$ cat src/rtl/id_ex_stage.sv
// ID/EX pipeline register: captures decoded fields and operands, resolves forwarding, stalls on load-use.
// Latency: 1 cycle from ID inputs to ex_* outputs; stall_id is combinational in the same cycle.
// Backpressure: stall_id asks IF/ID and PC to hold one cycle on load-use; flush overrides it.
//
// Ports:
//   clk, rst_n                 - core clock (rising edge), async active-low reset
//   id_*                       - decoded instruction from ID (control, indices, RF data, immediate)
//   ex_fwd_wD                  - ALU result of the instruction currently held in this register
//   mem_we/mem_wR/mem_wD       - MEM-stage writeback candidate
//   wb_we/wb_wR/wb_wD          - WB-stage writeback candidate
//   flush                      - taken branch/jump resolved in EX; ID instruction is killed
//   stall_id                   - hold IF/ID and PC this cycle
//   ex_*                       - registered fields driving EX
//   stall_cnt, flush_cnt       - hazard statistics, live only when HAZARD_CNT_EN is defined
module id_ex_stage #(
  parameter int XLEN = 32
) (
  input  logic            clk,
  input  logic            rst_n,
  input  logic            id_valid,
  input  logic [XLEN-1:0] id_pc,
  input  logic [4:0]      id_rs1,
  input  logic [4:0]      id_rs2,
  input  logic [4:0]      id_wR,
  input  logic [XLEN-1:0] id_rD1,
  input  logic [XLEN-1:0] id_rD2,
  input  logic [XLEN-1:0] id_ext,
  input  logic [1:0]      id_pc_sel,
  input  logic [1:0]      id_reg_write,
  input  logic [3:0]      id_alu_ctrl,
  input  logic            id_mem_write,
  input  logic            id_branch,
  input  logic            id_op_B_sel,
  input  logic            id_reg_we,
  input  logic            id_rD1_re,
  input  logic            id_rD2_re,
  input  logic [XLEN-1:0] ex_fwd_wD,
  input  logic            mem_we,
  input  logic [4:0]      mem_wR,
  input  logic [XLEN-1:0] mem_wD,
  input  logic            wb_we,
  input  logic [4:0]      wb_wR,
  input  logic [XLEN-1:0] wb_wD,
  input  logic            flush,
  output logic            stall_id,
  output logic            ex_valid,
  output logic [XLEN-1:0] ex_pc,
  output logic [XLEN-1:0] ex_rD1,
  output logic [XLEN-1:0] ex_rD2,
  output logic [XLEN-1:0] ex_ext,
  output logic [4:0]      ex_wR,
  output logic [1:0]      ex_pc_sel,
  output logic [1:0]      ex_reg_write,
  output logic [3:0]      ex_alu_ctrl,
  output logic            ex_mem_write,
  output logic            ex_branch,
  output logic            ex_op_B_sel,
  output logic            ex_reg_we,
  output logic [31:0]     stall_cnt,
  output logic [31:0]     flush_cnt
);

  typedef struct packed {
    logic            valid;
    logic [XLEN-1:0] pc;
    logic [XLEN-1:0] rd1;
    logic [XLEN-1:0] rd2;
    logic [XLEN-1:0] ext;
    logic [4:0]      wr;
    logic [1:0]      pc_sel;
    logic [1:0]      reg_write;
    logic [3:0]      alu_ctrl;
    logic            mem_write;
    logic            branch;
    logic            op_b_sel;
    logic            reg_we;
  } ex_t;

  ex_t  ex_q, ex_d;
  logic ld_use;
  logic ex_alu_src;

  // reg_write==2'b10 marks a load: its data is not ready until MEM.
  always_comb begin
    ld_use = ex_q.valid && ex_q.reg_we && (ex_q.reg_write == 2'b10) && (ex_q.wr != 5'd0) &&
             id_valid && ((id_rD1_re && (id_rs1 == ex_q.wr)) ||
                          (id_rD2_re && (id_rs2 == ex_q.wr)));
  end

  assign stall_id = ld_use && !flush;

  // Only plain ALU results are forwarded out of EX; link values arrive via MEM/WB.
  assign ex_alu_src = ex_q.valid && ex_q.reg_we && (ex_q.reg_write == 2'b00);

  function automatic logic [XLEN-1:0] fwd_sel(input logic            re,
                                              input logic [4:0]      rs,
                                              input logic [XLEN-1:0] rf_val,
                                              input logic            ex_src,
                                              input logic [4:0]      ex_wr,
                                              input logic [XLEN-1:0] ex_wd,
                                              input logic            m_we,
                                              input logic [4:0]      m_wr,
                                              input logic [XLEN-1:0] m_wd,
                                              input logic            w_we,
                                              input logic [4:0]      w_wr,
                                              input logic [XLEN-1:0] w_wd);
    fwd_sel = rf_val;
    // x0 is hardwired: the RF already returns 0, so never override it.
    if (re && (rs != 5'd0)) begin
      if (ex_src && (ex_wr == rs)) begin
        fwd_sel = ex_wd;
      end else if (m_we && (m_wr == rs)) begin
        fwd_sel = m_wd;
      end else if (w_we && (w_wr == rs)) begin
        fwd_sel = w_wd;
      end
    end
  endfunction

  always_comb begin
    // Default is the bubble: everything cleared.
    ex_d = '0;
    if (!flush && !ld_use) begin
      ex_d.valid     = id_valid;
      ex_d.pc        = id_pc;
      ex_d.rd1       = fwd_sel(id_rD1_re, id_rs1, id_rD1, ex_alu_src, ex_q.wr, ex_fwd_wD,
                               mem_we, mem_wR, mem_wD, wb_we, wb_wR, wb_wD);
      ex_d.rd2       = fwd_sel(id_rD2_re, id_rs2, id_rD2, ex_alu_src, ex_q.wr, ex_fwd_wD,
                               mem_we, mem_wR, mem_wD, wb_we, wb_wR, wb_wD);
      ex_d.ext       = id_ext;
      ex_d.wr        = id_wR;
      ex_d.pc_sel    = id_pc_sel;
      ex_d.reg_write = id_reg_write;
      ex_d.alu_ctrl  = id_alu_ctrl;
      ex_d.mem_write = id_mem_write;
      ex_d.branch    = id_branch;
      ex_d.op_b_sel  = id_op_B_sel;
      ex_d.reg_we    = id_reg_we;
    end
  end

  always_ff @(posedge clk or negedge rst_n) begin
    if (!rst_n) begin
      ex_q <= '0;
    end else begin
      ex_q <= ex_d;
    end
  end

  assign ex_valid     = ex_q.valid;
  assign ex_pc        = ex_q.pc;
  assign ex_rD1       = ex_q.rd1;
  assign ex_rD2       = ex_q.rd2;
  assign ex_ext       = ex_q.ext;
  assign ex_wR        = ex_q.wr;
  assign ex_pc_sel    = ex_q.pc_sel;
  assign ex_reg_write = ex_q.reg_write;
  assign ex_alu_ctrl  = ex_q.alu_ctrl;
  assign ex_mem_write = ex_q.mem_write;
  assign ex_branch    = ex_q.branch;
  assign ex_op_B_sel  = ex_q.op_b_sel;
  assign ex_reg_we    = ex_q.reg_we;

`ifdef HAZARD_CNT_EN
  logic [31:0] stall_cnt_q, stall_cnt_d;
  logic [31:0] flush_cnt_q, flush_cnt_d;

  // Free-running 32-bit counters; natural wrap at 0xFFFFFFFF.
  always_comb begin
    stall_cnt_d = stall_cnt_q + {31'd0, stall_id};
    flush_cnt_d = flush_cnt_q + {31'd0, flush && id_valid};
  end

  always_ff @(posedge clk or negedge rst_n) begin
    if (!rst_n) begin
      stall_cnt_q <= '0;
      flush_cnt_q <= '0;
    end else begin
      stall_cnt_q <= stall_cnt_d;
      flush_cnt_q <= flush_cnt_d;
    end
  end

  assign stall_cnt = stall_cnt_q;
  assign flush_cnt = flush_cnt_q;
`else
  assign stall_cnt = '0;
  assign flush_cnt = '0;
`endif

endmodule
$ cat config.mk
export PLATFORM = sky130hd
export DESIGN_NAME = id_ex_stage
export DESIGN_NICKNAME = d
export VERILOG_FILES = /design/src/rtl/id_ex_stage.sv
export SDC_FILE = /design/constraint.sdc
export NUM_CORES = 1
export LEC_CHECK = 0
export CAP_MARGIN = 20
export CORE_AREA = 2 2 185 187
export DETAILED_ROUTE_END_ITERATION = 16
export DIE_AREA = 0 0 187 189
export PLACE_DENSITY_LB_ADDON = 0.08
export REMOVE_ABC_BUFFERS = 1
export SETUP_SLACK_MARGIN = 0.05
export SLEW_MARGIN = 20
export SYNTH_ARGS = -nofsm -noshare
export SYNTH_HDL_FRONTEND = slang
export SYNTH_SLANG_ARGS = --single-unit
export TNS_END_PERCENT = 100
$ cat constraint.sdc
create_clock -name clk -period 2.6 [get_ports clk]
set_clock_uncertainty 0.05 [all_clocks]
set_input_delay 0.52 -clock clk [delete_from_list [all_inputs] [get_ports clk]]
set_output_delay 0.52 -clock clk [all_outputs]
set_load 0.01 [all_outputs]
* After elaboration in Yosys (flattened, before gate mapping)
Cells that the tools add are included.
Cells by class: equality and inequality tests 9, reductions and logical operators 25, bitwise logic cells 0, $add $sub $neg 0, order comparisons 0, shifts and indexed selects 0, div/mod/pow operators 0, mux-type cells 9, $mul 0
Operator list (count):
- $mux W32 | 8
- $mux W146 | 1
- $eq A5 B5 Y1 | 8
- $logic_and A1 B1 Y1 | 18
- $reduce_bool A5 Y1 | 3
- $eq A2 B2 Y1 const B | 1
- $logic_not A1 Y1 | 2
- $logic_not A2 Y1 | 1
- $logic_or A1 B1 Y1 | 1
Storage, ports and cells: latch bits 0, ROM bits 0, bits in writable memories 0, logic and storage cells 56, register bits after elaboration 146, memories 0

* Depth between registers and ports, before layout
Gate-level depths: netlist (run 1).
depth in word-level cells 8, depth in mapped cells 8

* Worst setup path after synthesis (run 1)
Ideal clock, no wire load.
path type input to output, from input port id_rs1[0], to output port stall_id, required time 2030 ps, setup slack 277 ps, stages on the path 7, arrival 1753 ps, path through clkbuf_2 xor2_1 nor3_1 nand3_1 a21oi_1 buf_2 nor2b_1
Between the ends: cells in the longest elaborated chain, start to end 5
RTL lines:
- start: declaration | line 22 | input logic [4:0] id_rs1,
- $eq A5 B5 Y1 | line 86 | id_valid && ((id_rD1_re && (id_rs1 == ex_q.wr)) ||
- $logic_and A1 B1 Y1 | line 86
- $logic_or A1 B1 Y1 | line 86
- $logic_and A1 B1 Y1 | line 86
- $logic_and A1 B1 Y1 | line 90 | assign stall_id = ld_use && !flush;
- end: declaration | line 45 | output logic stall_id,
No other way between the ends.

* Worst setup path in the final report (run 1)
from register ex_q, in the netlist ex_wR[2], to output port stall_id
Between the ends: cells in the longest elaborated chain, start to end 5, elaborated cells between the ends (all ways) 10, those cells by class 2 x eq/ne; 8 x reduce/logical
RTL lines:
- start: declaration | line 79 | ex_t ex_q, ex_d;
- start signal: assignment | line 144 | ex_q <= '0;
- start signal: assignment | line 146 | ex_q <= ex_d;
- $eq A5 B5 Y1, or another cell as far along | line 86
- $logic_and A1 B1 Y1 (on tied branches) | line 86, 85, 87
- $logic_or A1 B1 Y1 or $logic_and A1 B1 Y1 (tied branches) | line 86, 85
- $logic_and A1 B1 Y1 (*) | line 86
- $logic_and A1 B1 Y1 (*) | line 90
Mark *: on every way between the ends. The rest lies on a longest branch, timed or not.

==> results of run 1 <==
[sequential cells by signal, summed over array words and instances (netlist names)]
| register | flops |
|---|---|
| ex_ext | 32 |
| ex_pc | 32 |
| ex_rD1 | 32 |
| ex_rD2 | 32 |
| ex_wR | 5 |
| ex_alu_ctrl | 4 |
| ex_pc_sel | 2 |
| ex_reg_write | 2 |
| ex_branch | 1 |
| ex_mem_write | 1 |
| ex_op_B_sel | 1 |
| ex_reg_we | 1 |
| ex_valid | 1 |
[metal layers]
layer	share of wire, %	GRT usage [%]	up-vias
li1	-	-	3991
met1	41	27.00	4316
met2	48	36.86	487
met3	8.4	6.413	60
met4	2.5	8.455	4
met5	0.065	0	-
[repair_timing]
| action | 4_1_cts | 5_1_grt |
|---|---|---|
| buffers inserted | 2 | 0 |
| hold buffers | 1 | 0 |
| hold endpoints to repair | 4 | 0 |
| gates resized for setup | 10 | 4 |
| pin swaps | 3 | 5 |
| endpoints found under the setup margin | 1 | 3 |
[synth_stat cells, drive strengths merged]
cell,number
a22oi,64
nor3b,82
nor2b,15
nand4b,38
o311ai,64
conb,1
and4,2
nor3,3
a31oi,2
a21boi,64
nand3,28
nor2,3
a211oi,64
buf,94
or4,3
o21a,2
dfrtp,146
nor4,3
and3,66
a21oi,1
and3b,1
o2111ai,1
clkbuf,73
o21ai,2
and2,2
xnor2,3
xor2,27
[through the flow]
step / TNS (ps) / setup slack, ps
4_1_cts: 0 / 45.57
3_5_place_dp: -13510 / -353.8
6_report: 0 / 102.8
2_1_floorplan: -604740 / -4776
5_1_grt: 0 / 41.67
3_3_place_gp: -13000 / -376.8
[critical path: stages (launching register included)]
cell,delay [ps]
sky130_fd_sc_hd__dfrtp_2,420
sky130_fd_sc_hd__or4_4,550
sky130_fd_sc_hd__o2111ai_4,220
sky130_fd_sc_hd__a21oi_4,50
sky130_fd_sc_hd__nor2b_1,120
sky130_fd_sc_hd__buf_2,130
[cells by family after synthesis]
group,count (synthesis),share of synthesized area [%]
other cells,1,0.04328
xor+xnor,30,3.033
buf+inv,167,10.76
flops,146,42.17
simple gates,246,20.22
compound gates,264,23.78
[layout make-up]
class                           count  area (um2)  area share, %
Clock inverter                     12       120.1         0.8375
Tap cell                          448       560.5          3.908
Antenna cell                        8       20.02         0.1396
Sequential cell                   146        3656          25.49
Timing Repair Buffer              497        5077          35.40
Clock buffer                       20       466.7          3.254
Multi-Input combinational cell    604        4442          30.97
[power groups by stage]
stage	sequential, mW	clock, mW	combinational, mW
floorplan	2.56	0	0.434
CTS	2.45	2.60	1.69
finish	2.45	2.51	1.69
global route	2.46	2.69	1.80
detailed placement	2.49	0	1.68
global placement	2.50	0	1.68
[worst max path at each step]
stage | end | slack (ps) | cells past startpoint
floorplan | stall_id | -4780 | 5
CTS | stall_id | 50 | 5
global route | stall_id | 40 | 7
global placement | stall_id | -380 | 7
detailed placement | stall_id | -350 | 7
finish | stall_id | 100 | 5
==> metrics.csv, run 1 <==
stage;metric;value;unit
timing;tightest_slew;709.2;ps
final_layout;final_area;0.01434;mm2
final_layout;most_frequent_cells_in_the_layout;sky130_fd_sc_hd__clkdlybuf4s50_1, sky130_fd_sc_hd__dfrtp_1, sky130_fd_sc_hd__nor3b_1;
clock_tree;tritoncts;yes;
clock_tree;cts_htree_levels;4;
power_and_ir_drop;total_leakage_power;5.661;nW
final_layout;design.final.nets;1535;
worst_setup_path;crit_path_start;ex_wR[2]$_DFF_PN0_;
drt;drc;0;
timing;rsz0062_at_grt;true;
timing;final-hold-violation-count;0;
power_and_ir_drop;internal_power;4.728;mW
die;number_of_i_o_pins;480;
die;placeableCoreArea;0.03328;mm2
drt;dr_total_vias;8858;
final_layout;layoutNonFillerInstCount;1735;
drt;detail-route-antenna-nets;0;
drt;detail_route.iter0.violations;546;
synthesis;netlist.area_leader.share;42.17;%
die;initial_core_util;26.03;%
timing;max_slew_violation_total_from_the_final_report;0;
min_path;hp-class;in2async;
drt;wire_per_inst;22.88;um
power_and_ir_drop;seqPwrFrac;36.9;%
power_and_ir_drop;share_comb_of_total_power;25.4;%
worst_setup_path;ff2ff_path_depth;7;
clock_tree;num_cts_buffers;17;
global_routing;groute.usage.overall;22.10;%
synthesis;post_synth_num_cell_types;33;
power_and_ir_drop;clockPowerShare;37.8;%
die;placementRows;67;
worst_setup_path;rr_endpoint;ex_rD2[3]$_DFF_PN0_;
power_and_ir_drop;power_density;463.8;mW/mm2
power_and_ir_drop;peakVddDrop;0.4399;mV
synthesis;ranking_of_synthesized_cells_by_area;sky130_fd_sc_hd__dfrtp_1, sky130_fd_sc_hd__nor3b_1, sky130_fd_sc_hd__buf_4;
clock_tree;clock_path_buffers;2;
synthesis;cell_taking_the_most_area_after_synthesis;sky130_fd_sc_hd__dfrtp_1;
synthesis;synth_seq_area_share;42.17;%
worst_setup_path;critPathRequiredTime;2030;ps
clock_tree;cts.root.buffer_cell;sky130_fd_sc_hd__clkbuf_16;
global_routing;grt_start_max_net_pins;101;
die;area_enclosed_by_the_die_boundary;0.03534;mm2
die;fp.dieW;187;um
synthesis;synth_cells;854;
synthesis;post_synth.cell_area_avg;10.15;um2
clock_tree;cts_sinks;146;
placed_design;numPortBuffers;415;
clock_tree;clk_pin_slew_worst_paths;70;ps
final_layout;layout.cells.most_common;sky130_fd_sc_hd__clkdlybuf4s50_1;
worst_setup_path;regToRegSetupSlack;260;ps
synthesis;ys_ff_latch;146;
outcome;outcome;completed;
power_and_ir_drop;total_power;6.652;mW
final_layout;fillerInstances;3281;
placed_design;dp.cells;1692;
timing;finalWorstPathRequiredPeriod;2497;ps
worst_setup_path;reg_to_reg_critical_path_startpoint;ex_wR[2]$_DFF_PN0_;
power_and_ir_drop;netSwitchingFraction;28.93;%
global_routing;grt_pass1_wl;59180;um
global_routing;grt_antenna_before_repair;10;
worst_setup_path;cp_max_fo;3;
drt;drt_pass1_iterations;5;
worst_setup_path;worstSetupPathType;reg2out;
die;floorplan.die.height;189;um
job;drv_cap;0;
synthesis;yosysWarnings;0;
final_layout;drive_above_1_share;11.10;%
worst_setup_path;worst-endpoint-arrival;1930;ps
final_layout;utilization_after_layout;43.10;%
placed_design;detailedPlacementHpwl;28730;um
worst_setup_path;endpoint_kind;output pin;
timing;max_freq;400.4;MHz
global_routing;grt_pass1_vias;9165;
timing;setup_viol;0;
placed_design;globalplace.congestion;0.8252;
placed_design;detailed_place.area;0.01367;mm2
global_routing;globalRouteOverflowTotal;0;
synthesis;post_synth_instance_area;0.008665;mm2
timing;timing.max_slew.rel_slack;52.72;%
final_layout;area_growth_syn_to_layout;65.53;%
power_and_ir_drop;p_sw;1.924;mW
drt;routed_via_count_divided_by_cell_count;5.105;
drt;detail_route.wirelength;39700;um
timing;final_min_period_over_clock_period;96.05;%
clock_tree;insertion_delay;430;ps
timing;whs;532.5;ps
worst_setup_path;setup.worst_path.start_class;register;
No activity file was read; power rests on OpenSTA's default activity.
==> run 2, diff against run 1 <==
--- a/config.mk
+++ b/config.mk
@@ -9,7 +9,7 @@
 export CORE_AREA = 2 2 185 187
 export DETAILED_ROUTE_END_ITERATION = 16
 export DIE_AREA = 0 0 187 189
-export PLACE_DENSITY_LB_ADDON = 0.08
+export PLACE_DENSITY = 0.55
 export REMOVE_ABC_BUFFERS = 1
 export SETUP_SLACK_MARGIN = 0.05
 export SLEW_MARGIN = 20
==> run 2 against run 1 <==
Register-to-register slack better by 40 ps; non-clock buffer count down 13; clock power about the same; final cell count down 0.86%; global-route usage up 0.37 points; combinational power about the same; first-iteration DRC count up 1.5%; routed wire length up 1.8%; sequential share of layout area up 0.24 points; largest power group unchanged.
==> metrics.csv, run 2 (synthesis results as in run 1) <==
stage;metric;value;unit
global_routing;groute.usage.overall;22.47;%
clock_tree;clk_pin_slew_worst_paths;80;ps
clock_tree;clock_path_buffers;2;
timing;final-hold-violation-count;0;
global_routing;grt_pass1_vias;9165;
power_and_ir_drop;peakVddDrop;0.4517;mV
die;fp.dieW;187;um
power_and_ir_drop;netSwitchingFraction;29.73;%
placed_design;numPortBuffers;415;
drt;detail_route.iter0.violations;554;
clock_tree;num_cts_buffers;17;
final_layout;design.final.nets;1522;
placed_design;detailedPlacementHpwl;29150;um
global_routing;globalRouteOverflowTotal;0;
final_layout;area_growth_syn_to_layout;63.91;%
final_layout;drive_above_1_share;10.11;%
final_layout;most_frequent_cells_in_the_layout;sky130_fd_sc_hd__clkdlybuf4s50_1, sky130_fd_sc_hd__dfrtp_1, sky130_fd_sc_hd__nor3b_1;
drt;drt_pass1_iterations;5;
drt;dr_total_vias;8985;
power_and_ir_drop;internal_power;4.640;mW
power_and_ir_drop;p_sw;1.963;mW
global_routing;grt_pass1_wl;60090;um
power_and_ir_drop;share_comb_of_total_power;25.2;%
power_and_ir_drop;total_leakage_power;5.614;nW
placed_design;dp_worst_setup_slack;-549.8;ps
timing;whs;518.8;ps
clock_tree;tritoncts;yes;
timing;timing.max_slew.rel_slack;40.64;%
final_layout;utilization_after_layout;42.67;%
worst_setup_path;crit_path_cell_trace;or4_4 > o2111ai_4 > a21oi_4 > nor2b_1 > buf_2;
drt;routed_via_count_divided_by_cell_count;5.224;
final_layout;final_area;0.01420;mm2
timing;max_slew_violation_total_from_the_final_report;0;
die;area_enclosed_by_the_die_boundary;0.03534;mm2
clock_tree;cts_htree_levels;4;
clock_tree;cts.root.buffer_cell;sky130_fd_sc_hd__clkbuf_16;
timing;max_freq;391.1;MHz
drt;detail-route-antenna-nets;0;
global_routing;grt_start_max_net_pins;90;
timing;tightest_slew;890.5;ps
timing;setup_viol;0;
job;drv_cap;0;
clock_tree;insertion_delay;430;ps
min_path;hp-class;in2async;
power_and_ir_drop;clockPowerShare;37.7;%
placed_design;detailed_place.area;0.01354;mm2
worst_setup_path;ff2ff_path_depth;7;
timing;final_min_period_over_clock_period;98.35;%
worst_setup_path;regToRegSetupSlack;300;ps
worst_setup_path;worstSetupPathType;reg2out;
timing;timing.final.ws_setup;42.85;ps
global_routing;grt_antenna_before_repair;8;
die;placeableCoreArea;0.03328;mm2
timing;rsz0062_at_grt;true;
power_and_ir_drop;seqPwrFrac;37.1;%
power_and_ir_drop;power_density;464.9;mW/mm2
outcome;outcome;completed;
clock_tree;cts_sinks;146;
die;initial_core_util;26.03;%
die;placementRows;67;
worst_setup_path;worst-endpoint-arrival;1990;ps
worst_setup_path;setup.worst_path.start_class;register;
final_layout;layout.cells.most_common;sky130_fd_sc_hd__clkdlybuf4s50_1;
drt;detail_route.wirelength;40420;um
timing;finalWorstPathRequiredPeriod;2557;ps
drt;wire_per_inst;23.50;um
worst_setup_path;rr_endpoint;ex_ext[21]$_DFF_PN0_;
worst_setup_path;crit_path_max_incr_delay;560;ps
die;number_of_i_o_pins;480;
drt;drc;0;
die;floorplan.die.height;189;um
final_layout;fillerInstances;3225;
worst_setup_path;cp_slowest_cell;sky130_fd_sc_hd__or4_4;
worst_setup_path;reg_to_reg_critical_path_startpoint;ex_wR[2]$_DFF_PN0_;
worst_setup_path;critPathRequiredTime;2030;ps
worst_setup_path;endpoint_kind;output pin;
worst_setup_path;cp_max_fo;4;
placed_design;globalplace.congestion;0.8483;
==> run 2: cell count changes in the layout (fill, tap and decap cells not counted), sizes merged <==
cell	delta
buf	-13
clkbuf	-2
clkdlybuf4s50	-5
clkinv	-1
diode	-2
dlygate4sd2	+1
dlymetal6s2s	+4
inv	+3
==> run 2: power by group through the flow <==
| stage | registers [mW] | logic (mW) | clock network (mW) |
|---|---|---|---|
| after detailed placement | 2.49 | 1.65 | 0 |
| final | 2.45 | 1.66 | 2.49 |
| after CTS | 2.45 | 1.66 | 2.58 |
| after floorplan | 2.56 | 0.434 | 0 |
| after global placement | 2.49 | 1.64 | 0 |
| after global routing | 2.46 | 1.76 | 2.67 |
==> run 2: critical path, delay by kind of cell (launching register included) <==
kind	cells	cell delay [ps]
compound gates	2	300
buf+inv	1	140
flops	1	430
simple gates	2	690
==> run 2: area by class of cell <==
cell class	instances	area [um2]	area share [%]
well taps	448	560.5	3.947
clock inverters	14	142.6	1.004
diodes	6	15.01	0.1057
repair buffers	484	4951	34.86
flip-flops and latches	146	3655	25.73
multi-input cells	604	4449	31.33
clock buffers	18	429.2	3.022
==> run 2: timing repair <==
item | 4_1_cts | 5_1_grt
endpoints found under the hold margin | 36 | 0
pin swaps | 6 | 7
hold buffers | 1 | 0
gates resized for setup | 10 | 9
setup endpoints to repair | 1 | 11
cloned | 0 | 0
setup buffers | 1 | 0
==> run 2: how the worst max path moves through the flow <==
stage,from,endpoint,slack (ps),cells past startpoint
after global routing,ex_wR[2]$_DFF_PN0_,stall_id,-40,6
final,ex_wR[2]$_DFF_PN0_,stall_id,40,5
after detailed placement,id_rs1[2],stall_id,-550,7
after global placement,id_rs2[3],stall_id,-560,7
after floorplan,id_rs2[3],stall_id,-4780,5
after CTS,ex_wR[2]$_DFF_PN0_,stall_id,-20,5
==> run 2: metal layers <==
metal  track usage (%)  up-vias  part of all wire, %
met2             40.63      529                   52
li1                  -     3977                    -
met1             26.29     4419                   38
met4             8.242        0                  2.3
met3             4.504       60                  7.3
met5                 0        -                    0
==> run 2: stage by stage <==
stage | power, mW | instances | TNS, ps
5_1_grt | 6.895 | 1720 | -42.09
3_5_place_dp | 4.138 | 1680 | -38860
6_report | 6.603 | 1720 | 0
2_1_floorplan | 2.993 | 750 | -604740
3_3_place_gp | 4.135 | 1680 | -37710
4_1_cts | 6.695 | 1714 | -21.73
